==> src/rtl/dm_pkg.sv <==
// dm_burst_ctrl shared types and constants.
// Widths, FSM states and table reset value.
package dm_pkg;

    localparam int AW   = 10;
    localparam int DW   = 8;
    localparam int LW   = 8;
    localparam int NPTR = 4;
    localparam int PW   = $clog2(NPTR);

    typedef enum logic [1:0] {
        IDLE,
        RUN,
        DRAIN,
        DONE
    } dm_state_t;

    typedef logic [AW-1:0] dm_addr_t;

    localparam dm_addr_t TBL_RST = '0;

endpackage

==> src/rtl/dm_target_table.sv <==
// Run-time programmable burst base-address table.
// One write port, one combinational read port.
module dm_target_table
    import dm_pkg::*;
(
    input  logic          clk,
    input  logic          rst_n,
    input  logic          wr_en,
    input  logic [PW-1:0] wr_idx,
    input  dm_addr_t      wr_data,
    input  logic [PW-1:0] rd_idx,
    output dm_addr_t      rd_data
);

    dm_addr_t tbl_q [NPTR];
    dm_addr_t tbl_d [NPTR];

    // Next table contents: single-entry update on write.
    always_comb begin
        tbl_d = tbl_q;
        if (wr_en) begin
            tbl_d[wr_idx] = wr_data;
        end
    end

    // Table storage register.
    always_ff @(posedge clk or negedge rst_n) begin
        if (!rst_n) begin
            for (int i = 0; i < NPTR; i++) begin
                tbl_q[i] <= TBL_RST;
            end
        end else begin
            tbl_q <= tbl_d;
        end
    end

    // Reads see the pre-write value of a same-cycle update.
    assign rd_data = tbl_q[rd_idx];

endmodule

==> src/rtl/dm_burst_ctrl.sv <==
// Burst sequencer between core load/store and DataMem.
// Table-based base address, 2-entry read FIFO.
module dm_burst_ctrl
    import dm_pkg::*;
(
    input  logic          Clk,
    input  logic          Reset,
    input  logic          CfgWe,
    input  logic [PW-1:0] CfgIdx,
    input  logic [AW-1:0] CfgData,
    input  logic          Start,
    input  logic [PW-1:0] Ptr,
    input  logic [LW-1:0] Len,
    input  logic          Dir,
    input  logic [DW-1:0] InData,
    input  logic          InValid,
    output logic          InReady,
    output logic [DW-1:0] OutData,
    output logic          OutValid,
    input  logic          OutReady,
    output logic [AW-1:0] DmAddr,
    output logic          DmRdEn,
    output logic          DmWrEn,
    output logic [DW-1:0] DmWrData,
    input  logic [DW-1:0] DmRdData,
    output logic          Busy,
    output logic          Done
);

    dm_state_t     state_q, state_d;
    dm_addr_t      base_q, base_d;
    dm_addr_t      tbl_rd;
    logic [LW-1:0] len_q, len_d;
    logic [LW-1:0] off_q, off_d;
    logic          dir_q, dir_d;
    logic          infl_q, infl_d;
    logic [DW-1:0] mem_q [2];
    logic [DW-1:0] mem_d [2];
    logic          wp_q, wp_d;
    logic          rp_q, rp_d;
    logic [1:0]    cnt_q, cnt_d;

    logic          rd_en;
    logic          wr_en;
    logic          push;
    logic          pop;
    logic          last;

    dm_target_table u_tbl (
        .clk     (Clk),
        .rst_n   (Reset),
        .wr_en   (CfgWe),
        .wr_idx  (CfgIdx),
        .wr_data (CfgData),
        .rd_idx  (Ptr),
        .rd_data (tbl_rd)
    );

    // Access qualifiers; a same-cycle pop frees a FIFO slot.
    always_comb begin
        push  = infl_q;
        pop   = (cnt_q != 2'd0) && OutReady;
        wr_en = (state_q == RUN) && dir_q && InValid;
        rd_en = (state_q == RUN) && !dir_q &&
                ((cnt_q + {1'b0, infl_q} - {1'b0, pop}) < 2'd2);
        last  = (off_q == (len_q - LW'(1)));
    end

    // Read-data FIFO and in-flight tracking.
    always_comb begin
        mem_d  = mem_q;
        wp_d   = wp_q;
        rp_d   = rp_q;
        infl_d = rd_en;
        cnt_d  = cnt_q + {1'b0, push} - {1'b0, pop};
        if (push) begin
            mem_d[wp_q] = DmRdData;
            wp_d        = ~wp_q;
        end
        if (pop) begin
            rp_d = ~rp_q;
        end
    end

    // Burst FSM next state and latched burst parameters.
    always_comb begin
        state_d = state_q;
        base_d  = base_q;
        len_d   = len_q;
        dir_d   = dir_q;
        off_d   = off_q;
        unique case (state_q)
            IDLE: begin
                if (Start) begin
                    base_d  = tbl_rd;
                    len_d   = Len;
                    dir_d   = Dir;
                    off_d   = '0;
                    state_d = (Len == '0) ? DONE : RUN;
                end
            end
            RUN: begin
                if (rd_en || wr_en) begin
                    off_d = off_q + LW'(1);
                    if (last) begin
                        state_d = dir_q ? DONE : DRAIN;
                    end
                end
            end
            DRAIN: begin
                if (cnt_d == 2'd0) begin
                    state_d = DONE;
                end
            end
            DONE: begin
                state_d = IDLE;
            end
            default: begin
                state_d = IDLE;
            end
        endcase
    end

    // State, burst and FIFO registers.
    always_ff @(posedge Clk or negedge Reset) begin
        if (!Reset) begin
            state_q  <= IDLE;
            base_q   <= '0;
            len_q    <= '0;
            dir_q    <= 1'b0;
            off_q    <= '0;
            infl_q   <= 1'b0;
            mem_q[0] <= '0;
            mem_q[1] <= '0;
            wp_q     <= 1'b0;
            rp_q     <= 1'b0;
            cnt_q    <= '0;
        end else begin
            state_q <= state_d;
            base_q  <= base_d;
            len_q   <= len_d;
            dir_q   <= dir_d;
            off_q   <= off_d;
            infl_q  <= infl_d;
            mem_q   <= mem_d;
            wp_q    <= wp_d;
            rp_q    <= rp_d;
            cnt_q   <= cnt_d;
        end
    end

    assign DmRdEn   = rd_en;
    assign DmWrEn   = wr_en;
    assign DmAddr   = (rd_en || wr_en) ? (base_q + dm_addr_t'(off_q)) : '0;
    assign DmWrData = wr_en ? InData : '0;
    assign InReady  = (state_q == RUN) && dir_q;
    assign OutValid = (cnt_q != 2'd0);
    assign OutData  = OutValid ? mem_q[rp_q] : '0;
    assign Busy     = (state_q != IDLE);
    assign Done     = (state_q == DONE);

endmodule

==> config.mk <==
export PLATFORM = sky130hd
export DESIGN_NAME = dm_burst_ctrl
export DESIGN_NICKNAME = d
export VERILOG_FILES = /design/src/rtl/dm_pkg.sv /design/src/rtl/dm_target_table.sv /design/src/rtl/dm_burst_ctrl.sv
export SDC_FILE = /design/constraint.sdc
export NUM_CORES = 1
export LEC_CHECK = 0
export CAP_MARGIN = 20
export CORE_UTILIZATION = 30
export CTS_CLUSTER_DIAMETER = 100
export DETAILED_ROUTE_END_ITERATION = 10
export PLACE_DENSITY_LB_ADDON = 0.12
export SYNTH_ARGS = -nofsm -noshare
export SYNTH_HDL_FRONTEND = slang
export SYNTH_SLANG_ARGS = --single-unit
==> constraint.sdc <==
create_clock -name Clk -period 4.6 [get_ports Clk]
set_clock_uncertainty 0.1 [all_clocks]
set_input_delay 0.92 -clock Clk [delete_from_list [all_inputs] [get_ports Clk]]
set_output_delay 0.92 -clock Clk [all_outputs]
set_load 0.1 [all_outputs]
# [Yosys cells after proc, flatten, opt, wreduce, memory -nomap -nowiden]
# Index checks and enable logic that the tools add are counted.
[totals] ff_bits=90 inputBits=45 out_inout_bits=32 wordCells=84
[classes] addsub=5 order_cmp=7 eq_ne=8 n_mux=25 n_bitwise=6 reduce_logical=18
[ops] op="$mux W8" count=8
[ops] op="$bwmux W40" count=1
[ops] op="$mux W10" count=4
[ops] op="$bmux W10 S2" count=1
[ops] op="$demux W10 S2" count=1
[ops] op="$bwmux W16" count=1
[ops] op="$pmux W8 S2" count=1
[ops] op="$add A10 B8 Y10" count=1
[ops] op="$mux W2" count=5
[ops] op="$add A8 B1 Y8 const B" count=1
[ops] op="$demux W8 S1" count=1
[ops] op="$eq A8 B8 Y1" count=1
[ops] op="$logic_not A8 Y1" count=1
[ops] op="$pmux W2 S4" count=1
[ops] op="$sub A8 B1 Y8 const B" count=1
[ops] op="$logic_and A1 B1 Y1" count=7
[ops] op="$ge A3 B3 Y1 const B" count=2
[ops] op="$ne A2 B2 Y1 const B" count=3
[ops] op="$not A2 Y3" count=2
[ops] op="$reduce_bool A2 Y1" count=3
[ops] op="$eq A2 B2 Y1 const B" count=2
[ops] op="$ge A2 B2 Y1 const B" count=2
[ops] op="$logic_not A2 Y1" count=2
[ops] op="$not A1 Y2" count=2
[ops] op="14 further kinds" count=15

# [Longest topological paths before layout]
[depth] ltp_word=8 mapped_depth=11 ltp_nobuf=11

# [Cells and area by module]
# Synthesis repeated with hierarchy kept, for this count alone.
[unflattened] hier_cells=409 area_unflattened_um2=4983.5
[modules_own_cells] mod="dm_burst_ctrl" instances=1 cells_per_inst=310 area_per_inst_um2=3144.3 seq_area_each_um2=1251.2
[modules_own_cells] mod="dm_target_table" instances=1 cells_per_inst=99 area_per_inst_um2=1839.3 seq_area_each_um2=1001.0

# [Worst setup path after synthesis]
# No wires, ideal clock.
[synth_timing] path_type="input -> output" from="input OutReady" to="output DmAddr[5]" arrival_time_ns=4.444 required_time_ns=3.580 slack_ns=-0.864 path_stages=7 path_buffers=0 path_cell_list="nor2b_1 > ha_1 > inv_1 > ha_1 > xor3_2 > a211o_4 > nor3b_1"
[synth_between] elab_chain_cells=6
[synth_lines] element="start: declaration" line_no="dm_burst_ctrl.sv:20" source="input logic OutReady,"
[synth_lines] element="$logic_and A1 B1 Y1" line_no="dm_burst_ctrl.sv:62" source="pop = (cnt_q != 2'd0) && OutReady;"
[synth_lines] element="$sub A2 B1 Y2"
[synth_lines] element="named net cnt_d[1]" line_no="dm_burst_ctrl.sv:41" source="logic [1:0] cnt_q, cnt_d;"
[synth_lines] element="$lt A2 B2 Y1" line_no="dm_burst_ctrl.sv:65" source="((cnt_q + {1'b0, infl_q} - {1'b0, pop}) < 2'd2);"
[synth_lines] element="$logic_and A1 B1 Y1" line_no="dm_burst_ctrl.sv:64" source="rd_en = (state_q == RUN) && !dir_q &&"
[synth_lines] element="$logic_or A1 B1 Y1" line_no="dm_burst_ctrl.sv:154" source="assign DmAddr = (rd_en || wr_en) ? (base_q + dm_addr_t'(off_q)) : '0;"
[synth_lines] element="$mux W10" line_no="dm_burst_ctrl.sv:154"
[synth_lines] element="end: declaration" line_no="dm_burst_ctrl.sv:21" source="output logic [AW-1:0] DmAddr,"
# The timed path passes the listed nets, and every way through them passes these cells.

# [Final worst setup path]
[layout_timing] from="input OutReady" to="output DmAddr[2]"
[layout_between] elab_chain_cells=6
[layout_lines] element="$logic_and A1 B1 Y1" line_no="dm_burst_ctrl.sv:62"
[layout_lines] element="named net pop" line_no="dm_burst_ctrl.sv:46" source="logic pop;"
[layout_lines] element="$sub A2 B1 Y2"
[layout_lines] element="named net cnt_d[1]" line_no="dm_burst_ctrl.sv:41"
[layout_lines] element="$lt A2 B2 Y1" line_no="dm_burst_ctrl.sv:65"
[layout_lines] element="$logic_and A1 B1 Y1" line_no="dm_burst_ctrl.sv:64"
[layout_lines] element="$logic_or A1 B1 Y1" line_no="dm_burst_ctrl.sv:154"
[layout_lines] element="$mux W10" line_no="dm_burst_ctrl.sv:154"
# The timed path passes the listed nets, and every way through them passes these cells.

==> results_dict.tcl <==
set metrics [dict create \
    grt-busiest-layer "met2" \
    antenna_found_initial 0 \
    crit_arrival_ps 3360 \
    routed_wl_mm 10.66 \
    yosysWarningCount 0 \
    cts_buffers 9 \
    clk_latency_ps 340 \
    maxSlewViolCount 0 \
    gp_congestion 0.7415 \
    vias 3245 \
    clk_pin_slew_ps 60 \
    worst_setup_path_end_kind "output pin" \
    finalSetupTns_ps 0 \
    max_stage_delay_ps 470 \
    synthSimpleGateAreaFrac_pct 10.17 \
    layout_common_cells "dfrtp_1 (90), mux2_2 (75), clkdlybuf4s50_1 (54)" \
    synth_compound_area_share_pct 7.201 \
    dp.cells 670 \
    cts_max_level 3 \
    use_met3_pct 2.462 \
    hold_violations 0 \
    ctsHoldBuffers 0 \
    synth-edff-count 0 \
    synth_xor_area_share_pct 3.101 \
    rows 45 \
    syn_area_per_cell_um2 12.14 \
    grt_max_degree 71 \
    status "completed" \
    p_sw_uw 2133 \
    worst_pin_slew_ps 974.9 \
    peakVddDrop_mv 0.4489 \
    fmax_mhz 228.6 \
    ys_seq_area_share_pct 47.31 \
    die_height_um 128.0 \
    start_kind "input port" \
    met2_usage_pct 23.95 \
    crit_family "buffers and inverters" \
    cp.required_ps 3580 \
    power.internal_uw 2464 \
    boundaryPins 77 \
    max_cap_viol_count 0 \
    grtUsageMet1_pct 17.78 \
    synth.distinct_cells 47 \
    die_w_um 128.0 \
    path_cells "clkdlybuf4s50_1, nor2b_1, ha_1, inv_1, ha_1, xor3_2, a211o_4, nor3_1, buf_12" \
    async_reset_ff_share_pct 100.0 \
    pwr-share-comb_pct 54.0 \
    cts_tree "built" \
    clkSinkCount 90 \
    wire_per_inst_um 15.54 \
    ys_seq_elements 90 \
    cp_common_cell "ha_1" \
    hpwl_mm 7.768 \
    crit_fanout 7 \
    syn_to_final_growth_pct 30.38 \
    dieArea_um2 16380 \
    clock-root-buffer "clkbuf_16" \
    finalSetupViolations 0 \
    vias_per_cell 4.730 \
    synth-main-ff-cell "dfrtp_1" \
    synth_top_area_share_pct 47.31 \
    critPathBufInv 3 \
    grt_overflow_total 0 \
    p_total_uw 4596 \
    synth_top_family_by_area "multiplexers" \
    grt_pass1_vias 3409 \
    syn_nets 454 \
    finalCriticalPeriod_ps 4375 \
    finalCritPeriodShare_pct 95.11 \
    p_per_area_nw_per_um2 740.5 \
    syn_inst 392 \
    grt_pass1_wl_mm 17.73 \
    nets 532 \
    syn_area_um2 4761 \
    io_buffers 76 \
    power_frac_seq_pct 28.2 \
    track_usage_pct 14.09 \
    hold_class "flip-flop to flip-flop" \
    drtIter0Drc 126 \
    start_util_pct 30.97 \
    slowest_stage "clkdlybuf4s50_1" \
    clkPwrFrac_pct 17.8 \
    p_leak_uw 0.002634 \
    n_antenna_cell 0 \
    drt_pass1_iterations 4 \
    drc 0 \
    rsz0062_at_grt "false" \
    synthAdderAreaFrac_pct 4.625 \
    synth.top_cells.by_area "dfrtp_1 (47%), mux2_2 (18%), mux4_2 (4.7%)" \
    crit_type "input port to output pin" \
    synth_top_cell_by_area "dfrtp_1" \
    drive_gt1_share_pct 30.32 \
    cts_buffer_depth 2 \
    slew_headroom_pct 34.80 \
    final_common_cell "dfrtp_1" \
    swShare_pct 46.40 \
    fillCellCount 1448 \
    muxShareOfSynthArea_pct 24.99 \
    postRouteAntennaNets 0 \
    instances_no_fill 686 \
    core_area_um2 15370 \
]
worst reg2reg max path, cell delays in order (launching register included):
cell	delay [ps]
dfrtp_1	410
nor2_2	380
nor2b_1	140
ha_1	300
inv_1	40
ha_1	170
xor3_2	270
a211oi_2	80
buf_4	200
o21ai_2	520
nor3_1	110
a21o_1	180
a22o_1	170
metrics by stage:
step	utilization [%]	worst slack, ps	hold slack (ps)	area [µm²]
2_1_floorplan	-	-723.3	363.3	4777
3_3_place_gp	38.16	85.62	379.2	5866
3_5_place_dp	38.16	108.7	385.4	5866
4_1_cts	40.30	102.1	398.4	6195
5_1_grt	40.38	23.89	416.9	6207
6_report	40.38	224.8	391.7	6207
sequential cells by signal (all words and copies together), names as in the netlist, 2 cells and up:
name	count
len_q	8
mem_q	16
cnt_q	2
u_tbl.tbl_q	40
state_q	2
off_q	8
base_q	10
repair_timing:
item,4_1_cts,5_1_grt
setup buffers,0,0
resized for setup,0,3
setup endpoints to repair,0,2
final cells by class:
type | instances | area (µm²) | share of cell area [%]
sequential | 90 | 2252 | 36.28
clock buffer | 11 | 242.7 | 3.911
clock inverter | 5 | 86.33 | 1.391
tap | 211 | 264.0 | 4.253
timing repair buffer | 81 | 880.8 | 14.19
inverter | 18 | 67.56 | 1.088
multi-input combinational | 270 | 2414 | 38.88
metal layers:
layer / vias to the layer above / wire (µm)
met4: 0 / 172
met1: 1599 / 4822
li1: 1565 / -
met5: - / 0
met3: 11 / 422
met2: 70 / 5242
synth_stat cells (all sizes together) (2+ instances only):
master	n
and2	9
xnor2	6
nor2b	5
xor2	8
nor2	21
nor4	3
clkbuf	10
or2	3
buf	4
and3	4
nand4	2
o21ai	14
dfrtp	90
nand3b	4
mux2	75
nand2	17
mux4	10
o21a	4
a211oi	3
inv	18
o31ai	2
ha	16
a32oi	2
a21o	4
nor3	11
a21oi	10
nor3b	2
a22o	2
nand3	6
nand2b	5
mux2i	12
logic make-up (layout without fill, tap and decap cells):
group / after synthesis / after routing
buffers and inverters: 32 / 115
xor gates and xnor gates: 15 / 15
and+or+nand+nor: 92 / 92
adders and majority gates: 17 / 17
AOI/OAI and AO/OA: 49 / 49
DFF: 90 / 90
muxes: 97 / 97
power groups by stage:
stage               Clock, µW  Combinational [µW]  Sequential [µW]
floorplan                   0                1930             1220
global placement            0                2480             1300
detailed placement          0                2500             1310
CTS                       839                2510             1300
global route              868                2660             1340
finish                    816                2480             1300
worst paths after layout:
check	from	end	slack, ps	cells after the start
worst max-delay path	OutReady	DmAddr[2]	220	9
worst min-delay path	wp_q$_DFFE_PN0P_	wp_q$_DFFE_PN0P_	390	1
worst max register to register	cnt_q[1]$_DFF_PN0_	off_q[3]$_DFFE_PN0P_	1430	12
worst min register to register	wp_q$_DFFE_PN0P_	wp_q$_DFFE_PN0P_	390	1
max in group asynchronous	Reset	len_q[7]$_DFFE_PN0P_	2970	2
min in group asynchronous	Reset	mem_q[2]$_DFFE_PN0P_	600	1
(Power assumes the default switching activity.)
